`config.mk`:
```
export PLATFORM = sky130hd
export DESIGN_NAME = serial_addsub_flat
export DESIGN_NICKNAME = d
export VERILOG_FILES = /design/src/rtl/serial_addsub_if.sv /design/src/rtl/serial_addsub.sv /design/src/flat_wrapper.sv
export SDC_FILE = /design/constraint.sdc
export NUM_CORES = 1
export LEC_CHECK = 0
export BUFFER_PORTS_ARGS = -buffer_cell sky130_fd_sc_hd__buf_4
export CORE_ASPECT_RATIO = 1.75
export CORE_MARGIN = 1
export CORE_UTILIZATION = 60
export DETAILED_ROUTE_END_ITERATION = 8
export GPL_ROUTABILITY_DRIVEN = 0
export PLACE_DENSITY = 0.87
export SLEW_MARGIN = 40
export SYNTH_ARGS = -nofsm -noshare
export SYNTH_HDL_FRONTEND = slang
export SYNTH_SLANG_ARGS = --single-unit
```
`constraint.sdc`:
```
create_clock -name clk -period 2.75 [get_ports clk]
set_input_delay 0.275 -clock clk [delete_from_list [all_inputs] [get_ports clk]]
set_output_delay 0.275 -clock clk [all_outputs]
set_load 0.005 [all_outputs]
```
`src/rtl/serial_addsub_if.sv`:
```
// Start/done handshake bundle for the bit-serial adder/subtractor.
//   master : controlling sequencer (drives start/sub/a/b, observes status/result)
//   slave  : serial_addsub datapath
// Signals:
//   start     request, sampled only while busy=0
//   sub       0 = a+b, 1 = a-b (sampled with start)
//   a, b      operands (sampled with start)
//   busy      high while a computation is in progress
//   done      one-cycle pulse when result/flags are valid
//   result    sum/difference, held until the next accepted op completes
//   carry_out final carry (for subtract: 1 = no borrow)
//   overflow  signed overflow of the last op
interface serial_addsub_if #(
  parameter int WIDTH = 16
);
  logic             start;
  logic             sub;
  logic [WIDTH-1:0] a;
  logic [WIDTH-1:0] b;
  logic             busy;
  logic             done;
  logic [WIDTH-1:0] result;
  logic             carry_out;
  logic             overflow;

  modport master (
    output start, sub, a, b,
    input  busy, done, result, carry_out, overflow
  );

  modport slave (
    input  start, sub, a, b,
    output busy, done, result, carry_out, overflow
  );
endinterface

```
`src/rtl/serial_addsub.sv`:
```
// Bit-serial two's-complement adder/subtractor.
// One full-adder cell is reused over WIDTH cycles, LSB first, with a
// registered carry. Subtraction is a + ~b + 1: B is inverted at accept and
// the carry flop is preloaded with 1.
// Ports:
//   clk    rising-edge clock
//   rst_n  asynchronous active-low reset (aborts any operation in flight)
//   bus    serial_addsub_if slave modport (start/sub/a/b in; busy/done/
//          result/carry_out/overflow out)
//
// state | meaning
// ------+--------------------------------------------------------------
// IDLE  | waiting for start; result/flags hold the last completed op
// RUN   | processing one bit per clock, cnt = index of bit being added
module serial_addsub #(
  parameter int WIDTH = 16
) (
  input  logic          clk,
  input  logic          rst_n,
  serial_addsub_if.slave bus
);

  localparam int CNT_W = (WIDTH > 2) ? $clog2(WIDTH) : 1;
  localparam logic [CNT_W-1:0] LAST_BIT = CNT_W'(WIDTH - 1);

  typedef enum logic {
    IDLE = 1'b0,
    RUN  = 1'b1
  } state_t;

  state_t           state, state_nxt;
  logic [WIDTH-1:0] areg, areg_nxt;
  logic [WIDTH-1:0] breg, breg_nxt;
  logic [WIDTH-1:0] acc, acc_nxt;
  logic [WIDTH-1:0] result_q, result_nxt;
  logic [CNT_W-1:0] cnt, cnt_nxt;
  logic             carry, carry_nxt;
  logic             busy_q, busy_nxt;
  logic             done_q, done_nxt;
  logic             cout_q, cout_nxt;
  logic             ovf_q, ovf_nxt;

  // Single full-adder cell on the current LSBs.
  logic fa_s;
  logic fa_c;

  assign fa_s = areg[0] ^ breg[0] ^ carry;
  assign fa_c = (areg[0] & breg[0]) | (areg[0] & carry) | (breg[0] & carry);

  always_ff @(posedge clk or negedge rst_n) begin
    if (!rst_n) begin
      state    <= IDLE;
      areg     <= '0;
      breg     <= '0;
      acc      <= '0;
      result_q <= '0;
      cnt      <= '0;
      carry    <= 1'b0;
      busy_q   <= 1'b0;
      done_q   <= 1'b0;
      cout_q   <= 1'b0;
      ovf_q    <= 1'b0;
    end else begin
      state    <= state_nxt;
      areg     <= areg_nxt;
      breg     <= breg_nxt;
      acc      <= acc_nxt;
      result_q <= result_nxt;
      cnt      <= cnt_nxt;
      carry    <= carry_nxt;
      busy_q   <= busy_nxt;
      done_q   <= done_nxt;
      cout_q   <= cout_nxt;
      ovf_q    <= ovf_nxt;
    end
  end

  always_comb begin
    state_nxt  = state;
    areg_nxt   = areg;
    breg_nxt   = breg;
    acc_nxt    = acc;
    result_nxt = result_q;
    cnt_nxt    = cnt;
    carry_nxt  = carry;
    busy_nxt   = busy_q;
    done_nxt   = 1'b0;
    cout_nxt   = cout_q;
    ovf_nxt    = ovf_q;

    case (state)
      IDLE: begin
        if (bus.start) begin
          areg_nxt  = bus.a;
          breg_nxt  = bus.sub ? ~bus.b : bus.b;
          carry_nxt = bus.sub;
          cnt_nxt   = '0;
          busy_nxt  = 1'b1;
          state_nxt = RUN;
        end
      end

      RUN: begin
        areg_nxt  = areg >> 1;
        breg_nxt  = breg >> 1;
        acc_nxt   = {fa_s, acc[WIDTH-1:1]};
        carry_nxt = fa_c;
        cnt_nxt   = cnt + CNT_W'(1);
        if (cnt == LAST_BIT) begin
          result_nxt = {fa_s, acc[WIDTH-1:1]};
          cout_nxt   = fa_c;
          // carry holds the carry into the MSB on this edge
          ovf_nxt    = fa_c ^ carry;
          busy_nxt   = 1'b0;
          done_nxt   = 1'b1;
          state_nxt  = IDLE;
        end
      end

      default: state_nxt = IDLE;
    endcase
  end

  assign bus.busy      = busy_q;
  assign bus.done      = done_q;
  assign bus.result    = result_q;
  assign bus.carry_out = cout_q;
  assign bus.overflow  = ovf_q;

endmodule

```
`src/flat_wrapper.sv`:
```
// flat-port wrapper written by rule: the top's interface ports become plain ports
module serial_addsub_flat 
#(
  parameter int WIDTH = 16
)
  (clk, rst_n, bus_start, bus_sub, bus_a, bus_b, bus_busy, bus_done, bus_result, bus_carry_out, bus_overflow);
  serial_addsub_if #(.WIDTH(WIDTH)) bus_i ();
  input  logic clk;
  input  logic rst_n;
  input wire logic [$bits(bus_i.start)-1:0] bus_start;
  input wire logic [$bits(bus_i.sub)-1:0] bus_sub;
  input wire logic [$bits(bus_i.a)-1:0] bus_a;
  input wire logic [$bits(bus_i.b)-1:0] bus_b;
  output wire logic [$bits(bus_i.busy)-1:0] bus_busy;
  output wire logic [$bits(bus_i.done)-1:0] bus_done;
  output wire logic [$bits(bus_i.result)-1:0] bus_result;
  output wire logic [$bits(bus_i.carry_out)-1:0] bus_carry_out;
  output wire logic [$bits(bus_i.overflow)-1:0] bus_overflow;
  assign bus_i.start = bus_start;
  assign bus_i.sub = bus_sub;
  assign bus_i.a = bus_a;
  assign bus_i.b = bus_b;
  assign bus_busy = bus_i.busy;
  assign bus_done = bus_i.done;
  assign bus_result = bus_i.result;
  assign bus_carry_out = bus_i.carry_out;
  assign bus_overflow = bus_i.overflow;
  serial_addsub #(.WIDTH(WIDTH)) u_core (.clk(clk), .rst_n(rst_n), .bus(bus_i));
endmodule
```
# ---- Word-level counts from Yosys, hierarchy flattened
# Index checks and enable logic that the tools add are counted.
dict set report word_totals {
  inputBits 36
  output_inout_bits 20
  elab_cells 44
  regBits 74
}
dict set report op_classes {
  n_reduce_logical 2
  addsub 1
  eq_ne 3
  mux 17
  bitwise 10
}
# op n
set op_table {}
lappend op_table {{$pmux 16 s2} 2}
lappend op_table {{$mux 16} 3}
lappend op_table {{$not 16->16} 1}
lappend op_table {{$pmux 4 s2} 1}
lappend op_table {{$mux 1} 7}
lappend op_table {{$pmux 1 s2} 3}
lappend op_table {{$add 4x1->4 const B} 1}
lappend op_table {{$eq 4x4->1 const B} 1}
lappend op_table {{$mux 4} 1}
lappend op_table {{$ne 2x2->1 const B} 2}
lappend op_table {{$reduce_and 2->1} 2}
lappend op_table {{$and 1x1->1} 3}
lappend op_table {{$xor 1x1->1} 3}
lappend op_table {{$or 1x1->1} 2}
lappend op_table {{$not 1->1} 1}

# ---- Logic depth before layout (Yosys ltp)
dict set report logic_depth {
  ltp_word 4
  ltp_mapped 6
  depth_no_buf 5
}

# ---- Worst setup path before layout
# OpenSTA, ideal clock, no wires.
dict set report synth_path {
  path_kind {register to register}
  startpoint {register u_core.carry}
  endpoint {register u_core.acc[15]}
  path_slack_ns 1.485
  stages_incl_launch_ff 3
  required_time_ns 2.625
  t_arrival_ns 1.140
  cell_sequence {dfrtp_1 -> fa_1 -> mux2_2}
}
dict set report synth_via {
  elab_chain_len 1
}
# element line
set synth_rtl {}
lappend synth_rtl {{start, declared} serial_addsub.sv:37} ;# logic carry, carry_nxt;
lappend synth_rtl {{start signal, assigned} serial_addsub.sv:70} ;# carry <= carry_nxt;
lappend synth_rtl {{$xor 1x1->1} serial_addsub.sv:47} ;# assign fa_s = areg[0] ^ breg[0] ^ carry;
lappend synth_rtl {{via u_core.fa_s} serial_addsub.sv:44} ;# logic fa_s;
lappend synth_rtl {{end signal, assigned} serial_addsub.sv:67} ;# acc <= acc_nxt;
lappend synth_rtl {{end, declared} serial_addsub.sv:34} ;# logic [WIDTH-1:0] acc, acc_nxt;
# The timed path passes the listed nets, and every way through them passes these cells.
# A chain may end at the register's enable or synchronous reset.

# ---- Final worst setup path
dict set report layout_path {
  startpoint {register u_core.cnt[0]}
  endpoint {register u_core.result_q[15], in the netlist u_core.bus.result[15]}
}
dict set report layout_via {
  elab_chain_len 2
}
# element line
set layout_rtl {}
lappend layout_rtl {{start, declared} serial_addsub.sv:36} ;# logic [CNT_W-1:0] cnt, cnt_nxt;
lappend layout_rtl {{start signal, assigned} serial_addsub.sv:69} ;# cnt <= cnt_nxt;
lappend layout_rtl {{$eq 4x4->1} serial_addsub.sv:109} ;# if (cnt == LAST_BIT) begin
lappend layout_rtl {{$reduce_and 2->1 (no source line)} -}
lappend layout_rtl {{end signal, assigned} serial_addsub.sv:68} ;# result_q <= result_nxt;
lappend layout_rtl {{end, declared} serial_addsub.sv:35} ;# logic [WIDTH-1:0] result_q, result_nxt;
# No other way between the ends.

==> flow_metrics.tcl <==
set metrics [dict create \
    grt_pass1_wl_um 9800 \
    setup_viol 0 \
    drt_iter0_markers 121 \
    dp_cells 387 \
    crit_chain "ha_1, nand4_2, inv_1, nand2_1, nand2_1" \
    worstPathRequired_ns 3.03 \
    ff2ff_setup_slack_ns 1.25 \
    crit_start "u_core.cnt[0]" \
    drv_slew 0 \
    leakagePower_nw 1.96 \
    ir_drop_mv 0.613 \
    rsz0062_at_grt "false" \
    synthDistinctLibCells 22 \
    grt.overflow.total 0 \
    antenna_found_initial 0 \
    place.port_buffers 55 \
    r2r-start "u_core.cnt[0]" \
    grt_max_degree 74 \
    finalCritPeriodShare 0.544 \
    outcome "complete, but fails checks" \
    layout-drive-gt1-share 0.259 \
    ys_seq_area_frac 0.564 \
    drt_wl_total_um 5810 \
    drc 3 \
    viasPerCell 5.39 \
    core_region_area_mm2 0.00521 \
    rows 35 \
    ant_nets 0 \
    path_max_fanout 20 \
    startpoint_type "flip-flop" \
    wl_per_cell_um 14.4 \
    synthCells 293 \
    synth_top_area_share 0.564 \
    cts.sinks 73 \
    clk_latency_ns 0.34 \
    final_cell_mix "86 x nand2_1, 72 x dfrtp_1, 57 x buf_4" \
    syn_area_mm2 0.00324 \
    hold_start "bus_a[15]" \
    max_freq_mhz 669 \
    fin_nets 382 \
    p_per_area_mw_per_mm2 989 \
    die_h_um 99.2 \
    die_x_um 57.5 \
    track_usage 0.229 \
    cpMaxStageDelayCell "inv_1" \
    critical_path_class "reg -> reg" \
    crit_family "buffers and inverters" \
    fin_skew_ns 0.00891 \
    synth_area_per_cell_um2 11.0 \
    root_buffer "clkbuf_8" \
    worstSetupEndpointType "flip-flop" \
    cts_tree "yes" \
    final.setup.tns_ns 0 \
    vias 2173 \
    die_area_mm2 0.00570 \
    worstPathArrival_ns 1.77 \
    netlist_top_cells_area "dfrtp_1 56%, nand2_1 10%, mux2i_1 9.9%" \
    area_growth_pct 17.3 \
    syn-num-nets 331 \
    htreeDepth 3 \
    start_util 0.621 \
    hp-class "in -> reg" \
    grt_pass1_vias 2170 \
    final_cells 403 \
    finalHoldViolCount 0 \
    crit_path_max_incr_delay_ns 0.47 \
    maxCapViolations 0 \
    ys_seq_elements 73 \
    cts.clk_slew.worst_paths_ns 0.07 \
    synth_area_leader_cell "dfrtp_1" \
    clockBufferDepth 2 \
    violations "DRC" \
    worst_pin_slew_ns 0.641 \
    yosysWarningCount 0 \
    cts_buffers 9 \
    io_pins 56 \
    critPathBufInv 1 \
    final_common_cell "nand2_1" \
    diodes 0 \
    maxSlewHeadroom 0.572 \
    crit_top_cell "nand2_1" \
    first_pass_iters 6 \
    dp_hpwl_um 3850 \
    fin_crit_ns 1.50 \
]
## Yosys cell counts (all sizes together)
cell type and count:
buf 15, nand4 1, o21ai 35, mux2 15, dfrtp 73, a22o 1, a211oi 1, fa 1
ha 1, xnor2 3, inv 2, nand3 1, nor2 5, clkbuf 4, xor2 16, nand2 86
mux2i 32, a21oi 1
## cells by family (layout without fill, tap and decap cells)
kind of cell	count (synthesis)	after routing	synth area share
AO/OA/AOI/OAI	38	38	0.0622
XOR/XNOR	19	19	0.0514
adder cells (fa/ha/maj)	2	2	0.0100
buffers and inverters	21	76	0.0499
flip-flops	73	73	0.564
multiplexers	47	47	0.151
AND/OR/NAND/NOR	93	93	0.111
## sequential cells by signal, summed over array words and instances, names as in the netlist, 4 cells and up
| signal | count |
|---|---|
| u_core.breg | 16 |
| u_core.acc | 15 |
| u_core.bus.result | 16 |
| u_core.cnt | 4 |
| u_core.areg | 16 |
## power by group
part / total, W / internal, W / leakage (nW) / switching [W]
registers: 0.00183 / 0.00152 / 0.945 / 0.000314
logic: 0.00110 / 0.000590 / 0.910 / 0.000506
clock network: 0.000825 / 0.000461 / 0.102 / 0.000364
total: 0.00376 / 0.00257 / 1.96 / 0.00118
## path summary, 6_finish.rpt
check	end	cells past startpoint
hold / removal	u_core.areg[15]	3
min in group asynchronous	u_core.bus.result[4]	2
setup reg to reg	u_core.bus.result[15]	5
setup / recovery	u_core.bus.result[15]	5
hold reg to reg	u_core.bus.result[0]	2
max in group asynchronous	u_core.state	2
## worst reg2reg max path, delay by kind of cell (launching register included)
kind	cells	cell delay, ns
fa+ha+maj	1	0.22
flops	1	0.39
buf+inv	1	0.47
simple gates	3	0.37
## per-stage QoR
stage	hold slack, ns	setup WS (ns)	instance area [um2]	utilization	power (W)
after detailed placement	0.327	1.23	3590	0.689	0.00295
final	0.181	1.25	3800	0.729	0.00376
after floorplan	-0.0206	1.48	3240	-	0.00253
after global placement	0.445	1.33	3590	0.689	0.00288
after CTS	0.172	1.23	3800	0.729	0.00380
after global routing	0.185	1.12	3800	0.729	0.00404
## cell type report
type,instances,area [um2]
inverter,2,7.51
tap,55,68.8
fill,382,1410
clock buffer,12,155
timing repair buffer,59,449
sequential,73,1830
clock inverter,3,40.0
multi-input combinational,199,1250
## routing by layer
layer	global-route usage	up-vias	wire length (um)	part of all wire
li1	-	1062	-	-
met1	0.291	1045	2390	0.41
met2	0.360	52	3000	0.52
met3	0.0624	14	277	0.048
met4	0.109	0	138	0.024
met5	0	-	0	0
## what timing repair did
item / CTS / global route
setup buffers: 0 / 0
hold endpoints to repair: 73 / 0
hold buffers: 1 / 0
resized for setup: 0 / 0
Note: power is estimated with default switching activity, not from simulation.
